### config.mk
export PLATFORM = sky130hd
export DESIGN_NAME = fpu_in_dispatch
export DESIGN_NICKNAME = d
export VERILOG_FILES = /design/src/rtl/fpu_in_dispatch.sv
export SDC_FILE = /design/constraint.sdc
export NUM_CORES = 1
export LEC_CHECK = 0
export CAP_MARGIN = 10
export CORE_MARGIN = 3
export CORE_UTILIZATION = 53
export CTS_CLUSTER_DIAMETER = 200
export DETAILED_ROUTE_END_ITERATION = 10
export PLACE_DENSITY = 0.79
export SLEW_MARGIN = 20
export SYNTH_ARGS = -nofsm -noshare
export SYNTH_HDL_FRONTEND = slang
export SYNTH_SLANG_ARGS = --single-unit
### constraint.sdc
create_clock -name rclk -period 4.06 [get_ports rclk]
set_input_delay 0.812 -clock rclk [delete_from_list [all_inputs] [get_ports rclk]]
set_output_delay 0.812 -clock rclk [all_outputs]
set_load 0.005 [all_outputs]
### src/rtl/fpu_in_dispatch.sv
`default_nettype none
// ============================================================================
// Module      : fpu_in_dispatch
// Description : FPU input dispatcher. Buffers PCX operation packets in an
//               in-order FIFO and issues the head to the add, mul or div pipe
//               when that pipe can take it. Illegal-type heads are dropped.
//               Every consumed packet returns one registered credit to PCX.
// Revision    : 1.0 - initial release
// ============================================================================
module fpu_in_dispatch #(
    parameter int DEPTH = 4,
    parameter int PTRW  = $clog2(DEPTH)
) (
    input  logic            rclk,
    input  logic            arst,
    input  logic            pcx_fpio_vld,
    input  logic [1:0]      pcx_fpio_type,
    input  logic [9:0]      pcx_fpio_id,
    input  logic            add_stall,
    input  logic            mul_stall,
    input  logic            div_rdy,
    output logic            add_issue,
    output logic            mul_issue,
    output logic            div_issue,
    output logic [9:0]      issue_id,
    output logic            fpio_pcx_credit,
    output logic            illegal_drop,
    output logic            ovf_err,
    output logic [PTRW:0]   fifo_cnt
);

    localparam logic [1:0]      c_type_add = 2'b00;
    localparam logic [1:0]      c_type_mul = 2'b01;
    localparam logic [1:0]      c_type_div = 2'b10;
    localparam logic [PTRW:0]   c_full     = (PTRW+1)'(DEPTH);
    localparam logic [PTRW:0]   c_cnt_one  = (PTRW+1)'(1);
    localparam logic [PTRW-1:0] c_ptr_one  = PTRW'(1);

    // Each entry is {type[1:0], id[9:0]}
    logic [11:0]     r_mem [DEPTH];
    logic [PTRW-1:0] r_wr_ptr;
    logic [PTRW-1:0] r_rd_ptr;
    logic [PTRW:0]   r_cnt;
    logic            r_credit;
    logic            r_illegal;
    logic            r_ovf;

    logic            w_head_vld;
    logic [1:0]      w_head_type;
    logic [9:0]      w_head_id;
    logic            w_add;
    logic            w_mul;
    logic            w_div;
    logic            w_drop;
    logic            w_deq;
    logic            w_enq;
    logic            w_ovf;

    assign w_head_vld  = (r_cnt != '0);
    assign w_head_type = r_mem[r_rd_ptr][11:10];
    assign w_head_id   = r_mem[r_rd_ptr][9:0];

    // Issue decision: only the head's own pipe condition is consulted
    always_comb begin
        w_add  = 1'b0;
        w_mul  = 1'b0;
        w_div  = 1'b0;
        w_drop = 1'b0;
        if (w_head_vld) begin
            case (w_head_type)
                c_type_add: w_add  = !add_stall;
                c_type_mul: w_mul  = !mul_stall;
                c_type_div: w_div  = div_rdy;
                default:    w_drop = 1'b1;
            endcase
        end
    end

    // A dequeue in the same cycle frees the slot, so a full FIFO can still accept
    assign w_deq = w_add | w_mul | w_div | w_drop;
    assign w_enq = pcx_fpio_vld && ((r_cnt < c_full) || w_deq);
    assign w_ovf = pcx_fpio_vld && (r_cnt == c_full) && !w_deq;

    // Storage array; no reset needed since occupancy gates every read
    always_ff @(posedge rclk) begin
        if (w_enq) begin
            r_mem[r_wr_ptr] <= {pcx_fpio_type, pcx_fpio_id};
        end
    end

    // Pointers, occupancy and registered status pulses
    always_ff @(posedge rclk or posedge arst) begin
        if (arst) begin
            r_wr_ptr  <= '0;
            r_rd_ptr  <= '0;
            r_cnt     <= '0;
            r_credit  <= 1'b0;
            r_illegal <= 1'b0;
            r_ovf     <= 1'b0;
        end else begin
            if (w_enq) begin
                r_wr_ptr <= r_wr_ptr + c_ptr_one;
            end
            if (w_deq) begin
                r_rd_ptr <= r_rd_ptr + c_ptr_one;
            end
            case ({w_enq, w_deq})
                2'b10:   r_cnt <= r_cnt + c_cnt_one;
                2'b01:   r_cnt <= r_cnt - c_cnt_one;
                default: r_cnt <= r_cnt;
            endcase
            r_credit  <= w_deq;
            r_illegal <= w_drop;
            if (w_ovf) begin
                r_ovf <= 1'b1;
            end
        end
    end

    assign add_issue       = w_add;
    assign mul_issue       = w_mul;
    assign div_issue       = w_div;
    assign issue_id        = (w_add | w_mul | w_div) ? w_head_id : 10'h000;
    assign fpio_pcx_credit = r_credit;
    assign illegal_drop    = r_illegal;
    assign ovf_err         = r_ovf;
    assign fifo_cnt        = r_cnt;

endmodule
`default_nettype wire

==> impl.org, run 1 <==
** Outcome
- The flow ran to the end, and the final reports show no timing, DRC or antenna violations.

** Min path
- Source of the worst hold timing path :: ovf_err
- End point of the most critical hold path :: ovf_err
- Hold Path Stages :: 1
- Min-Delay Path Class :: reg2reg

** Logic synthesis
- Main combinational cell family by area after synthesis :: multiplexers
- Leading register cell type out of synthesis :: sky130_fd_sc_hd__edfxtp_1
- Synthesis produced 135 cells.
- Of the synthesized area, sequential elements account for 0.692.
- Parity-gate share of the synthesized area counting xor and xnor cells :: 0.0215
- Share of synthesized registers carrying an async set or reset :: 0.172
- Of the total synthesized cell area, the portion taken by AND, OR, NAND and NOR gates is 0.0788.
- Yosys warning count :: 0
- The number of nets in the synthesized netlist is 159.
- Syn Area/Cell :: roughly 18 um^2
- Fraction of synthesized area in multiplexers :: 0.130
- Ranking of synthesized cells by area :: sky130_fd_sc_hd__edfxtp_1, sky130_fd_sc_hd__mux4_2, sky130_fd_sc_hd__dfrtp_1
- Synth Area in Compound Gates :: 0.0225
- Share of the synthesized area in the top cell type :: 0.590
- Of the total synthesized cell area, the portion taken by full adders, half adders and majority gates is 0.0338.
- The synthesized design contains just under 60 register bits.
- The cell area that synthesis handed to floorplanning was roughly 2400 um^2.
- The biggest area contributor in the post-synthesis netlist is sky130_fd_sc_hd__edfxtp_1.
- Count of unique library cells instantiated by Yosys :: 26
- Number of flops mapped to enable cells by yosys :: 48

** Global route
- Overall routing resource usage :: 0.189
- The number of global-route vias before repair was 1457.
- The number of antenna violations at the first check in global routing was 0.
- The first global-routing pass estimated a little over 7000 um of wire.
- Summed over all layers, the global routing overflow is 0.
- Pin count of the biggest net entering global routing :: 14

** CTS
- The longest clock path from root to sink contains 2 buffers.
- After clock tree synthesis, the clock-pin slew on the worst setup and hold paths is approximately 0.06 ns.
- Latest clock arrival within the worst-skew pair :: 0.33 ns
- Root Driver :: sky130_fd_sc_hd__clkbuf_8
- The number of setup buffers added after CTS is 0.
- CTS tree :: done
- Number of buffers created by CTS :: 9
- Count of hold-fix buffers inserted at cts :: 0
- Gates resized during post-CTS repair numbered 0.
- The H-tree was split into 3 levels.
- Clock net sink count :: between 50 and 60

** Detailed routing
- First-pass detailed-route iteration total :: 4
- Starting DRT DRC Count :: 85
- After detailed routing, the number of remaining DRC violations is 0.
- After detailed routing, the number of vias per cell comes to 5.56.
- Number of antenna-violating nets in the routed design :: 0
- DR WL/cell :: 18.4 um
- The detailed router placed 1329 vias in this run.
- Total Wirelength :: 4400 um

** Placement
- Final HPWL from detailed placement :: 2980 um
- Global placer's final weighted congestion :: 0.742
- Timing analysis after detailed placement gives a worst setup slack of 0.650 ns.
- During placement, the flow inserted port buffers numbering 36.

** Setup path
- CP Capture Type :: output pin
- Setup slack, reg-to-reg :: 1.03 ns
- Startpoint Class :: flop
- Largest driver fanout on the critical path :: 10
- Startpoint of the most critical register-to-register path :: r_rd_ptr[0]
- At the worst endpoint, the arrival time is approximately 2.9 ns.
- Path depth of the worst reg2reg path :: 12
- Critical R2R Capture :: fifo_cnt[2]
- Required time of the critical path :: 3.25 ns
- Crit path kind :: reg2out

** Floorplan
- 37 I/O pins were placed.
- The die covers 5460 um^2.
- Floorplan die width :: between 70 and 80 um
- Placement row count :: 24
- The initial utilization of the core area, before any placement, comes to 0.554.
- The region available for standard cell placement spans 4410 um^2.
- The die is 73.9 um tall.

** Timing
- Count of final max-slew check failures :: 0
- Post-Route Hold Slack :: 0.492 ns
- At the pin with the least slew margin, the transition time is 0.653 ns.
- Timing would allow up to around 0.27 GHz.
- Final period util :: 0.902
- The count of endpoints failing hold in the final timing report came to 0.
- Least setup slack across all paths after layout :: 0.400 ns
- The worst pin sits at a relative slew slack of 0.565.
- Unrepaired setup endpoints after global routing :: no
- Setup violations remaining at the end of the flow were counted as 0.
- Adding up every negative setup slack in the final design gives 0 ns.
- Clock skew on the completed layout was measured at about 0.0081 ns.
- Tmin final :: 3.66 ns

** Cells and area
- Layout cells sized above 1 :: 0.171
- Sequential cell area :: 1690 um^2
- The library cells used most frequently in the layout, excluding fill and tap cells, are sky130_fd_sc_hd__edfxtp_1, sky130_fd_sc_hd__clkdlybuf4s50_1, sky130_fd_sc_hd__mux4_2.
- Layout Area Growth over Synthesis :: 23.9%
- N_diodes :: 0
- Nets@finish :: around 210
- After filler insertion, the fill cell instance count of the layout stands at ~300.
- Multi-input logic area :: 701 um^2
- Most common library cell in the layout ignoring fill and taps :: sky130_fd_sc_hd__edfxtp_1

** Power and ir drop
- Worst IR Drop VDD :: 0.337 mV
- Power density cells :: 739 nW/um^2
- The analysis attributes to cell leakage a power of 0.00112 uW.

** Job
- Max-cap violation count :: 0
[layer usage]
layer | GRT usage | up-vias | part of all wire
li1 | - | 609 | -
met1 | 0.212 | 661 | 0.37
met2 | 0.314 | 46 | 0.54
met3 | 0.0479 | 13 | 0.062
met4 | 0.137 | 0 | 0.024
met5 | 0 | - | 0
[worst max-delay path, stage by stage, from the launching register on]
cell	delay, ns
sky130_fd_sc_hd__dfrtp_1	0.35
sky130_fd_sc_hd__buf_4	0.21
sky130_fd_sc_hd__mux4_2	0.58
sky130_fd_sc_hd__nor2_1	0.24
sky130_fd_sc_hd__nor2_1	0.08
sky130_fd_sc_hd__o22ai_1	0.16
sky130_fd_sc_hd__buf_4	0.19
sky130_fd_sc_hd__and3_1	0.18
sky130_fd_sc_hd__clkdlybuf4s50_1	0.52
[through the flow]
step | cells | total power, uW | area (um^2) | utilization
3_5_place_dp | 223 | 1860 | 2880 | 0.652
4_1_cts | 239 | 2280 | 3030 | 0.686
2_1_floorplan | 135 | 1470 | 2440 | -
3_3_place_gp | 223 | 1810 | 2880 | 0.652
6_report | 239 | 2240 | 3030 | 0.686
5_1_grt | 239 | 2390 | 3030 | 0.686
[state kept, by name, summed over array words and instances (netlist names)]
signal           count
illegal_drop         1
fpio_pcx_credit      1
ovf_err              1
r_wr_ptr             2
fifo_cnt             3
r_rd_ptr             2
r_mem               48
[synth_stat cells (2+ instances only)]
cell / n
sky130_fd_sc_hd__and2_1: 4
sky130_fd_sc_hd__nand2_1: 2
sky130_fd_sc_hd__xor2_1: 4
sky130_fd_sc_hd__clkbuf_1: 3
sky130_fd_sc_hd__xnor2_1: 2
sky130_fd_sc_hd__nand2b_1: 4
sky130_fd_sc_hd__nor2_1: 6
sky130_fd_sc_hd__nor3_1: 3
sky130_fd_sc_hd__ha_1: 5
sky130_fd_sc_hd__edfxtp_1: 48
sky130_fd_sc_hd__dfrtp_1: 10
sky130_fd_sc_hd__mux4_2: 13
sky130_fd_sc_hd__and3_1: 11
sky130_fd_sc_hd__inv_1: 8
[final cells by class]
type | count | share of cell area
tap | 52 | 0.0215
timing repair buffer | 40 | 0.129
clock buffer | 10 | 0.0421
sequential | 58 | 0.558
clock inverter | 6 | 0.00785
multi-input combinational | 65 | 0.231
inverter | 8 | 0.00991
[where the power goes]
group / switching, uW / leakage (uW) / internal [uW] / total [uW]
Combinational: 430 / 0.000486 / 517 / 948
Clock: 202 / 0.0000776 / 209 / 412
Sequential: 66.5 / 0.000556 / 814 / 880
Total: 699 / 0.00112 / 1540 / 2240
[worst max-delay path by stage]
stage / end / start
after CTS: issue_id[3] / r_rd_ptr[0]
after global placement: issue_id[1] / add_stall
after floorplan: fifo_cnt[2] / r_rd_ptr[0]
after global routing: issue_id[3] / r_rd_ptr[0]
final: issue_id[3] / r_rd_ptr[0]
after detailed placement: issue_id[8] / add_stall
[cell families (layout without fill, tap and decap cells)]
kind of cell	after synthesis	count (layout)
compound gates	4	4
xor+xnor	6	6
fa+ha+maj	6	6
buf+inv	12	64
flops	58	58
mux	15	15
simple gates	34	34
No activity file was read; power rests on OpenSTA's default activity.
==> run 2, diff against run 1 <==
Settings changed: GPL_TIMING_DRIVEN set to 0, SLEW_MARGIN 20 to unset.
==> impl.org, run 2 (synthesized netlist as in run 1, its figures left out) <==
** Floorplan
- The area of the core was 4410 um^2 (unchanged).
- The total die area came to 5460 um^2 (unchanged).
- The number of rows in the core area was 24 (unchanged).
- Floorplan die width :: 73.9 um (unchanged)
- The number of primary I/O pins is 37 (unchanged).
- The effective utilization at floorplan is 0.554 (unchanged).
- The die boundary height came to 73.9 um (unchanged).

** Min path
- Source of the worst hold timing path :: ovf_err (unchanged)
- Min-Delay Path Class :: reg2reg (unchanged)
- The destination of the worst hold path is ovf_err (unchanged).
- The hold path depth came to 1 (unchanged).

** Cells and area
- The antenna diode count was 0 (unchanged).
- The number of nets in the final layout is 206 (unchanged).
- Most common library cell in the layout ignoring fill and taps :: sky130_fd_sc_hd__edfxtp_1 (unchanged)
- Layout cells sized above 1 :: 0.176 (was 0.171)
- The flip-flop count of the largest register, all copies and words added was 48 (unchanged).
- Commonest cells after routing, fill and taps aside: sky130_fd_sc_hd__edfxtp_1, sky130_fd_sc_hd__clkdlybuf4s50_1, sky130_fd_sc_hd__mux4_2 (unchanged).
- Sequential cell area :: 1690 um^2 (unchanged)
- The area of the multi-input gates is 707 um^2 (was 701 um^2).
- The number of filler cells placed in the layout is 288 (was 302).
- The area added between synthesis and finish was 24.4% (was 23.9%).
- The register with the most flip-flops was r_mem (unchanged).

** Global route
- Pin count of the biggest net entering global routing :: 13 (was 14)
- The number of antenna violations at the first check in global routing was 0 (unchanged).
- Global-route layer with the greatest usage :: met2 (unchanged)
- The met2 usage is 0.313 (was 0.314).
- The global routing met1 resource utilization came to 0.209 (was 0.212).
- The number of global-route vias before repair was 1461 (was 1457).
- Total global routing overflow :: 0 (unchanged)
- The aggregate global-route resource usage was 0.185 (was 0.189).
- The met3 routing resource usage after global routing is 0.0506 (was 0.0479).
- First-pass GRT wire length :: 7080 um (was 7130 um)

** Setup path
- The cell family contributing the most delay on the critical path is buffers and inverters (unchanged).
- The combined buffer and inverter count along the critical path came to 2 (was 3).
- Startpoint Class :: flop (unchanged)
- The critical path data arrival time is 2.90 ns (was 2.85 ns).
- Largest driver fanout on the critical path :: 10 (unchanged)
- The reg-to-reg critical path startpoint is r_rd_ptr[0] (unchanged).
- The kind of critical path is reg2out (unchanged).
- Required time of the critical path :: 3.25 ns (about the same)
- The largest stage delay on the critical path was 0.56 ns (was 0.58 ns).
- Crit-path most repeated cell :: sky130_fd_sc_hd__nor2_1
- Setup slack, reg-to-reg :: 1.13 ns (was 1.03 ns)
- The cell with the largest stage delay on the worst path is sky130_fd_sc_hd__mux4_2 (unchanged).
- The type of destination of the critical path is an output pin (unchanged).
- The destination of the worst register-to-register timing path is fifo_cnt[2] (unchanged).
- Cells along the critical path :: buf_6 -> mux4_2 -> nor2_1 -> nor2_1 -> o22ai_2 -> and3_1 -> clkdlybuf4s50_1 (was buf_4 -> mux4_2 -> nor2_1 -> nor2_1 -> o22ai_1 -> buf_4 -> and3_1 -> clkdlybuf4s50_1)
- The number of cells on the worst reg-to-reg path came to 12 (unchanged).

** CTS
- The clock-pin slew on the worst setup and hold paths was 0.07 ns (was 0.06 ns).
- Latest clock arrival within the worst-skew pair :: 0.32 ns (was 0.33 ns)
- The H-tree depth reported by CTS was 3 (unchanged).
- The number of buffers created by CTS was 9 (unchanged).
- Root Driver :: sky130_fd_sc_hd__clkbuf_8 (unchanged)
- Maximum number of buffers from clock root to sink :: 2 (unchanged)
- Count of hold-fix buffers inserted at cts :: 0 (unchanged)
- The clock sink total came to 58 (unchanged).
- CTS tree :: done (unchanged)

** Timing
- Tmin final :: 3.71 ns (was 3.66 ns)
- The max-slew violation count was 0 (unchanged).
- The final cycle utilization of the critical path came to 0.914 (was 0.902).
- The post-route clock skew was 0.00802 ns (was 0.00805 ns).
- Final-report hold violation count :: 0 (unchanged)
- Unrepaired setup endpoints after global routing :: no (unchanged)
- Relative slew margins :: 0.473 (was 0.565)
- The final number of setup-violating endpoints was 0 (unchanged).
- The setup TNS after final layout was 0 ns (unchanged).
- The transition time at the pin with the least slew margin is 0.790 ns (was 0.653 ns).
- The maximum clock rate is 0.270 GHz (was 0.273 GHz).

** Detailed routing
- The number of antenna-violating nets in the routed design is 0 (unchanged).
- The ratio of routed vias to standard cells was 5.55 (was 5.56).
- The average detailed-routed wire length per instance was 18.3 um (was 18.4 um).
- DRC violation count after routing :: 0 (unchanged)
- The number of detailed-route iterations in the first pass was 4 (unchanged).
- The total wire length after detailed routing was 4380 um (was 4400 um).
- Starting DRT DRC Count :: 123 (was 85)
- The routed via count came to 1327 (was 1329).

** Outcome
- Run status :: complete, no violations (unchanged)

** Placement
- The count of input and output buffers came to 36 (unchanged).
- The detailed-placement wirelength estimate came to 3010 um (was 2980 um).
- The placer congestion estimate was 0.726 (was 0.742).

** Power and ir drop
- Total leakage power :: 0.00112 uW (about the same)
- The overall power of the completed layout was 2270 uW (was 2240 uW).
- Power density cells :: 746 nW/um^2 (was 739 nW/um^2)
- The largest vdd supply drop is 0.314 mV (was 0.337 mV).

** Job
- The max-capacitance violation count was 0 (unchanged).
[run 2: changes by cell type in the layout (fill, tap and decap cells not counted), sizes merged]
cell / before / now
clkbuf: 10 / 15
clkinv: 6 / 4
buf: 4 / 1
[run 2: metrics by stage]
stage / hold WS, ns / utilization / worst slack (ns) / instance area, um^2 / std cells
floorplan: 0.460 / - / 1.38 / 2440 / 135
global placement: 0.452 / 0.650 / 0.286 / 2870 / 223
detailed placement: 0.460 / 0.650 / 0.252 / 2870 / 223
CTS: 0.476 / 0.687 / 0.0842 / 3030 / 239
global route: 0.512 / 0.689 / 0.134 / 3040 / 239
finish: 0.469 / 0.689 / 0.351 / 3040 / 239
[run 2: repair_timing]
action | in CTS | in global routing
setup buffers | 0 | 0
endpoints found under the setup margin | 0 | 10
endpoints found under the hold margin | 0 | 0
resized for setup | 0 | 1
[run 2: worst register-to-register path, stage by stage, from the launching register on]
cell	delay [ns]
sky130_fd_sc_hd__dfrtp_1	0.34
sky130_fd_sc_hd__buf_6	0.14
sky130_fd_sc_hd__mux4_2	0.56
sky130_fd_sc_hd__and2_4	0.20
sky130_fd_sc_hd__o32ai_4	0.29
sky130_fd_sc_hd__a21boi_2	0.18
sky130_fd_sc_hd__inv_1	0.09
sky130_fd_sc_hd__ha_1	0.18
sky130_fd_sc_hd__inv_1	0.06
sky130_fd_sc_hd__fa_1	0.39
sky130_fd_sc_hd__xor2_1	0.16
sky130_fd_sc_hd__nor2_1	0.11
sky130_fd_sc_hd__xor2_1	0.16
[run 2: report_power, final]
group	switching, uW	leakage [uW]	internal [uW]
combinational	434	0.000478	510
sequential	72.5	0.000556	814
clock	204	0.0000876	233
total	710	0.00112	1560
[run 2: routing by layer]
metal / wire length (um) / vias to the layer above
li1: - / 613
met1: 1700 / 672
met2: 2380 / 36
met3: 214 / 6
met4: 76 / 0
met5: 0 / -
[run 2: layout make-up]
type,count,share of cell area
clock buffer,12,0.0477
inverter,8,0.00988
multi-input combinational,65,0.233
tap,52,0.0214
timing repair buffer,36,0.119
sequential,58,0.556
buffer,4,0.00741
clock inverter,4,0.00617
[run 2: how the worst max path moves through the flow]
stage,startpoint,end,slack (ns),cells after the start
3_5_place_dp,add_stall,issue_id[2],0.25,6
3_3_place_gp,add_stall,issue_id[1],0.29,6
4_1_cts,r_rd_ptr[0],issue_id[2],0.08,7
5_1_grt,r_rd_ptr[0],issue_id[2],0.13,7
6_report,r_rd_ptr[0],issue_id[2],0.35,7
2_1_floorplan,r_rd_ptr[0],fifo_cnt[2],1.38,12
